===== src/rtl/pipe_pkg.sv =====
// Shared constants for the pipeline registers of the five-stage MIPS core.
package pipe_pkg;

  localparam logic [31:0] NOP_INSTR = 32'h0000_0000;
  localparam logic [31:0] RESET_PC  = 32'h0000_3000;
  localparam int          TNEW_W    = 2;

  localparam logic [TNEW_W-1:0] TNEW_NONE = 2'd0;
  localparam logic [TNEW_W-1:0] TNEW_ALU  = 2'd1;
  localparam logic [TNEW_W-1:0] TNEW_LOAD = 2'd2;

endpackage


===== src/rtl/pipe_field.sv =====
// One pipeline-register field: a W-bit flop with reset value, hold,
// bubble (clear) value and normal load.
module pipe_field #(
  parameter int           W       = 32,
  parameter logic [W-1:0] RST_VAL = '0
) (
  input  logic         clk,
  input  logic         reset,
  input  logic         hold,
  input  logic         clr,
  input  logic [W-1:0] clr_val,
  input  logic [W-1:0] d,
  output logic [W-1:0] q
);

  logic [W-1:0] q_r;

  // Field register: reset beats hold, hold beats bubble, bubble beats load
  always_ff @(posedge clk) begin
    if (reset) begin
      q_r <= RST_VAL;
    end else if (hold) begin
      q_r <= q_r;
    end else if (clr) begin
      q_r <= clr_val;
    end else begin
      q_r <= d;
    end
  end

  assign q = q_r;

endmodule


===== src/rtl/de_pipe_reg.sv =====
// D/E pipeline register: captures decode results for the E stage, with
// bubble insertion on stall, hold while E is busy, and a registered PC+8.
module de_pipe_reg #(
  parameter logic [31:0] RESET_PC = pipe_pkg::RESET_PC,
  parameter int          TNEW_W   = pipe_pkg::TNEW_W
) (
  input  logic              clk,
  input  logic              reset,
  input  logic              hold,
  input  logic              clr,
  input  logic [31:0]       instr_D,
  input  logic [31:0]       pc_D,
  input  logic [31:0]       rs_D,
  input  logic [31:0]       rt_D,
  input  logic [31:0]       ext_D,
  input  logic [4:0]        a3_D,
  input  logic [TNEW_W-1:0] tnew_D,
  input  logic              valid_D,
  output logic [31:0]       instr_E,
  output logic [31:0]       pc_E,
  output logic [31:0]       pc8_E,
  output logic [31:0]       rs_E,
  output logic [31:0]       rt_E,
  output logic [31:0]       ext_E,
  output logic [4:0]        a3_E,
  output logic [TNEW_W-1:0] tnew_E,
  output logic              valid_E
);

  localparam logic [31:0] RESET_PC8 = RESET_PC + 32'd8;

  logic [31:0]       pc8_d_s;
  logic [4:0]        a3_ld_s;
  logic [TNEW_W-1:0] tnew_ld_s;

  assign pc8_d_s = pc_D + 32'd8;

  // An invalid slot must never match in the forwarding/hazard compares
  always_comb begin
    a3_ld_s   = 5'd0;
    tnew_ld_s = {TNEW_W{1'b0}};
    if (valid_D) begin
      a3_ld_s   = a3_D;
      tnew_ld_s = tnew_D;
    end else begin
      a3_ld_s   = 5'd0;
      tnew_ld_s = {TNEW_W{1'b0}};
    end
  end

  pipe_field #(.W(32), .RST_VAL(pipe_pkg::NOP_INSTR)) u_instr (
    .clk(clk), .reset(reset), .hold(hold), .clr(clr),
    .clr_val(pipe_pkg::NOP_INSTR), .d(instr_D), .q(instr_E)
  );

  // The bubble keeps the stalled instruction's PC for exception reporting
  pipe_field #(.W(32), .RST_VAL(RESET_PC)) u_pc (
    .clk(clk), .reset(reset), .hold(hold), .clr(clr),
    .clr_val(pc_D), .d(pc_D), .q(pc_E)
  );

  pipe_field #(.W(32), .RST_VAL(RESET_PC8)) u_pc8 (
    .clk(clk), .reset(reset), .hold(hold), .clr(clr),
    .clr_val(pc8_d_s), .d(pc8_d_s), .q(pc8_E)
  );

  pipe_field #(.W(32), .RST_VAL(32'd0)) u_rs (
    .clk(clk), .reset(reset), .hold(hold), .clr(clr),
    .clr_val(32'd0), .d(rs_D), .q(rs_E)
  );

  pipe_field #(.W(32), .RST_VAL(32'd0)) u_rt (
    .clk(clk), .reset(reset), .hold(hold), .clr(clr),
    .clr_val(32'd0), .d(rt_D), .q(rt_E)
  );

  pipe_field #(.W(32), .RST_VAL(32'd0)) u_ext (
    .clk(clk), .reset(reset), .hold(hold), .clr(clr),
    .clr_val(32'd0), .d(ext_D), .q(ext_E)
  );

  pipe_field #(.W(5), .RST_VAL(5'd0)) u_a3 (
    .clk(clk), .reset(reset), .hold(hold), .clr(clr),
    .clr_val(5'd0), .d(a3_ld_s), .q(a3_E)
  );

  pipe_field #(.W(TNEW_W), .RST_VAL({TNEW_W{1'b0}})) u_tnew (
    .clk(clk), .reset(reset), .hold(hold), .clr(clr),
    .clr_val({TNEW_W{1'b0}}), .d(tnew_ld_s), .q(tnew_E)
  );

  pipe_field #(.W(1), .RST_VAL(1'b0)) u_valid (
    .clk(clk), .reset(reset), .hold(hold), .clr(clr),
    .clr_val(1'b0), .d(valid_D), .q(valid_E)
  );

endmodule


===== config.mk =====
export PLATFORM = sky130hd
export DESIGN_NAME = de_pipe_reg
export DESIGN_NICKNAME = d
export VERILOG_FILES = /design/src/rtl/pipe_pkg.sv /design/src/rtl/pipe_field.sv /design/src/rtl/de_pipe_reg.sv
export SDC_FILE = /design/constraint.sdc
export NUM_CORES = 1
export LEC_CHECK = 0
export CAP_MARGIN = 0
export CELL_PAD_IN_SITES_DETAIL_PLACEMENT = 1
export CELL_PAD_IN_SITES_GLOBAL_PLACEMENT = 2
export CORE_MARGIN = 10
export CORE_UTILIZATION = 22
export DETAILED_ROUTE_END_ITERATION = 10
export PLACE_DENSITY_LB_ADDON = 0.12
export SKIP_CTS_REPAIR_TIMING = 1
export SYNTH_ARGS = -nofsm -noshare
export SYNTH_HDL_FRONTEND = slang
export SYNTH_SLANG_ARGS = --single-unit

===== constraint.sdc =====
create_clock -name clk -period 2.35 [get_ports clk]
set_clock_uncertainty 0.1 [all_clocks]
set_input_delay 0.47 -clock clk [delete_from_list [all_inputs] [get_ports clk]]
set_output_delay 0.47 -clock clk [all_outputs]
set_load 0.005 [all_outputs]

# [After elaboration in Yosys (flattened, before gate mapping)]
# Cells that the tools add are included.
[totals] regBits=200 input_bits=172 output_inout_bits=200 word_cells=19
[op_classes] add_sub_neg=1 mux=9
[ops] cell="32-bit 2-to-1 mux" count=4
[ops] cell="32-bit by 4-bit adder with 32-bit output, second input constant" count=1
[ops] cell="5-bit 2-to-1 mux" count=2
[ops] cell="2-bit 2-to-1 mux" count=2
[ops] cell="1-bit 2-to-1 mux" count=1

# [Depth between registers and ports, before layout]
[logic_depth] word_depth=2 depth_mapped=6 ltp_nobuf=5

# [Modules after synthesis]
# Synthesis repeated with hierarchy kept, for this count alone.
[hier_totals] cells_unflattened=982 area_unflattened_um2=10273.6
[modules_own_cells] mod="pipe_field (u_ext ...)" instances=4 cells_per_inst=142 area_each_um2=1510.2 seq_area_each_um2=640.6
[modules_own_cells] mod="pipe_field (u_pc)" instances=1 cells_per_inst=144 area_each_um2=1662.8 seq_area_each_um2=640.6
[modules_own_cells] mod="pipe_field (u_pc8)" instances=1 cells_per_inst=144 area_each_um2=1541.5 seq_area_each_um2=640.6
[modules_own_cells] mod="de_pipe_reg" instances=1 cells_per_inst=90 area_each_um2=650.6 seq_area_each_um2=0.0
[modules_own_cells] mod="pipe_field (u_a3)" instances=1 cells_per_inst=22 area_each_um2=234.0 seq_area_each_um2=100.1
[modules_own_cells] mod="pipe_field (u_tnew)" instances=1 cells_per_inst=9 area_each_um2=91.3 seq_area_each_um2=40.0
[modules_own_cells] mod="pipe_field (u_valid)" instances=1 cells_per_inst=5 area_each_um2=52.6 seq_area_each_um2=20.0

# [Worst setup path before layout]
# No wires, ideal clock.
[synth_timing] kind="input to register" from="input pc_D[3]" to="register u_pc8.q_r[23] (netlist: u_pc8.q[23])" setup_time_ps=91 t_arrival_ps=1852 required_ps=2159 setup_slack_ps=307 path_stages=6 path_buffers=1 cell_sequence="ha_1 -> and3_1 -> clkbuf_1 -> nand3_1 -> or4_1 -> a311oi_1"
[synth_via] elab_chain_len=1
[synth_rtl] element="start, declared" line_no="de_pipe_reg.sv:12" rtl="input logic [31:0] pc_D,"
[synth_rtl] element="32-bit by 4-bit adder with 32-bit output" line_no="de_pipe_reg.sv:36" rtl="assign pc8_d_s = pc_D + 32'd8;"
[synth_rtl] element="end signal, assigned" line_no="pipe_field.sv:23" rtl="q_r <= q_r;"
[synth_rtl] element="end signal, assigned" line_no="pipe_field.sv:25" rtl="q_r <= clr_val;"
[synth_rtl] element="end, declared" line_no="pipe_field.sv:16" rtl="logic [W-1:0] q_r;"
# Every way passes these cells.
# A chain may end at the register's enable or synchronous reset.

# [Worst setup path after layout]
[layout_timing] from="input pc_D[14]" to="register u_pc8.q_r[22] (netlist: u_pc8.q[22])"
# Same word-level chain as after synthesis.

==> out/metrics.yaml <==
hold_path:
  holdPathStages: 4
  holdCritStartpoint: "hold"
  worstHoldEndpoint: "u_pc.q[29]$_SDFFE_PP0N_"
  worstHoldPathType: "in -> reg"
logic_synthesis:
  syn_avg_cell_area_um2: 9.43
  ys_seq_area_share_pct: 54.6
  synth-simple-area-share_pct: 16.0
  synth.distinct_cells: 43
  synth_warnings: 0
  synth_nets: 939
  yosysTopAreaCellShare_pct: 54.6
  async_reset_ff_share_pct: 0
  synth-compound-area-share_pct: 19.0
  synth_top_family_by_area: "compound AO/OA/AOI/OAI gates"
  post-synth-top-area-cell: "dfxtp_1"
  synthesis.area_um2: 7220
  synthMostInstantiatedCell: "dfxtp_1"
  synthTopCellsByCount: "dfxtp_1 (197), nor2_1 (181), a22oi_1 (128), clkbuf_1 (53), mux2i_1 (28)"
  synthAdderAreaFrac_pct: 0.173
  muxShareOfSynthArea_pct: 3.88
  syn-instance-count: 766
  synth-edff-count: 0
  yosys.area_share.xor_xnor_pct: 1.58
  netlist_top_cells_area: "dfxtp_1 (55%), a22oi_1 (13%), nor2_1 (9.4%), mux2i_1 (3.9%), clkbuf_1 (2.8%)"
  synth.ff_latch_count: 197
  synth_ff_type: "dfxtp_1"
setup_path:
  critPathArrivalTime_ns: 2.39
  r2r-start: "u_pc8.q[30]$_SDFFE_PP0N_"
  cp-start-kind: "input pin"
  reg2reg_to: "u_pc8.q[30]$_SDFFE_PP0N_"
  regToRegSetupSlack_ns: 1.40
  required_ns: 2.61
  rr_worst_depth: 2
  cp_max_fo: 8
  path_class: "in -> reg"
  end_kind: "register"
sta:
  worstMarginPinSlew_ns: 0.724
  fmax_mhz: 468
  slew_violations: 0
  period_share_pct: 91.0
  fin_crit_ns: 2.14
  setup_viol: 0
  max_slew_margin_pct: 51.8
  rsz0062_at_grt: "false"
  hold_viol: 0
finish:
  fin_area_um2: 12400
  final_cells: 1611
  nets: 1327
  final_layout_size_suffix_gt1_share_pct: 9.01
  syn_to_final_growth_pct: 71.5
grt:
  antenna_found_initial: 4
  grt_overflow: 0
  grt_pass1_wl_mm: 50.9
  grt_usage_pct: 16.4
  grt_max_degree: 88
  grt_pass1_vias: 7742
placement:
  globalplace.congestion: 0.736
  place_inst: 1577
  portBuffers: 371
  place_area_um2: 11800
  dp_hpwl_mm: 25.4
clocking:
  cts_buffers: 17
  cts.sinks: 197
  cts_root_buffer: "clkbuf_16"
  cts.clk_slew.worst_paths_ns: 0.07
  clkLatencyLatePin_ns: 0.44
  cts_tree: "built"
  cts_max_path_buffers: 2
  h-tree-depth: 4
drt:
  drtAntennaViolNets: 0
  wl_per_cell_um: 21.0
  drtIter0Drc: 266
  drt_wl_total_mm: 33.8
  route.vias.total: 7222
  post-route-drc-count: 0
  firstDrtPassIters: 4
  via_per_inst: 4.48
floorplan:
  die_w_um: 201
  dieArea_um2: 40500
  start_util_pct: 22.3
  chipHeight_um: 201
  coreArea_um2: 32500
  num_rows: 66
  num_io_pins: 372
pwr:
  vdd_drop_max_mv: 0.467
  p_per_area_nw_per_um2: 644
  leakage_uw: 0.00459
run:
  maxCapViolCount: 0
status:
  status: "finished clean"
==> metrics by stage <==
stage | util, % | setup TNS (ns) | hold WS (ns) | setup slack, ns | total power (uW)
after global placement | 36.2 | -2.04 | 0.349 | -0.286 | 4880
final | 38.2 | 0 | 0.351 | 0.212 | 7970
after CTS | 38.1 | 0 | 0.336 | 0.204 | 8120
after global routing | 38.1 | 0 | 0.375 | 0.0697 | 8360
after detailed placement | 36.2 | -2.06 | 0.356 | -0.265 | 4890
after floorplan | - | 0 | 0.357 | 0.307 | 4030
==> per-layer routing <==
layer	global-route usage (%)	routed length, um	up-vias	share of wire, %
met5	0	12	-	0.035
met4	4.38	421	2	1.2
met3	7.81	3210	22	9.5
met2	26.9	16200	202	48
met1	18.7	14000	3482	41
li1	-	-	3514	-
==> kinds of logic after synthesis <==
kind of cell	count (synthesis)
multiplexers	28
flip-flops	197
buffers and inverters	77
AND/OR/NAND/NOR	263
XOR/XNOR	13
AO/OA/AOI/OAI	187
adder cells (fa/ha/maj)	1
==> worst max-delay path by stage <==
stage	cells after the start	slack [ns]	endpoint	from
detailed placement	6	-0.27	u_pc8.q[27]$_SDFFE_PP0N_	pc_D[23]
CTS	5	0.20	u_pc8.q[26]$_SDFFE_PP0N_	pc_D[23]
global placement	5	-0.29	u_pc8.q[26]$_SDFFE_PP0N_	pc_D[23]
floorplan	6	0.31	u_pc8.q[23]$_SDFFE_PP0N_	pc_D[3]
global route	7	0.07	u_pc8.q[28]$_SDFFE_PP0N_	pc_D[23]
finish	6	0.21	u_pc8.q[22]$_SDFFE_PP0N_	pc_D[14]
==> state kept, by name (all words and copies together) (netlist names) <==
register / cells
u_ext.q: 32
u_instr.q: 32
u_pc.q: 32
u_rs.q: 32
u_rt.q: 32
u_pc8.q: 29
u_a3.q: 5
u_tnew.q: 2
u_valid.q: 1
==> cell type report <==
class | count | area (um^2)
fill | 3675 | 20100
tap | 442 | 553
clock buffer | 18 | 439
timing repair buffer | 437 | 4290
inverter | 9 | 33.8
multi-input combinational | 492 | 2940
antenna | 4 | 10.0
sequential | 197 | 3940
clock inverter | 12 | 179
==> worst max-delay path, cell delays in order <==
cell and delay [ns]:
clkdlybuf4s50_1 0.51, buf_4 0.16, and4_2 0.22, nand3_1 0.22, or4_1 0.57, a311oi_1 0.24
==> report_power, final <==
part           leakage [uW]  internal [uW]  switching (uW)
clock network      0.000295           1800            1380
registers           0.00161           3490            82.3
logic               0.00268            716             503
total               0.00459           6010            1960
==> placed cells by master (no fill, tap or decap), types with 2 or more instances in the layout <==
| cell | n |
|---|---|
| clkdlybuf4s50_1 | 369 |
| dfxtp_1 | 197 |
| nor2_1 | 180 |
| a22oi_1 | 128 |
| buf_4 | 60 |
| mux2i_1 | 28 |
| nand2_1 | 18 |
| a21oi_1 | 17 |
| nand3_1 | 17 |
| clkbuf_16 | 17 |
| a311oi_1 | 10 |
| a211oi_1 | 10 |
| inv_1 | 8 |
| nand4_1 | 8 |
| xor2_1 | 8 |
| nor4_1 | 6 |
| and4_1 | 6 |
| nor3_1 | 6 |
| o31ai_1 | 6 |
| buf_12 | 6 |
| nor2b_1 | 5 |
| or4_1 | 5 |
| o21ai_0 | 5 |
| xnor2_1 | 5 |
| diode_2 | 4 |
| bufinv_16 | 4 |
| a2111oi_0 | 3 |
| or3_1 | 3 |
| clkinvlp_4 | 3 |
| a211o_1 | 2 |
| nand2b_1 | 2 |
| inv_6 | 2 |
| clkinv_2 | 2 |
| buf_6 | 2 |
Power figures use the tool's default switching activity.
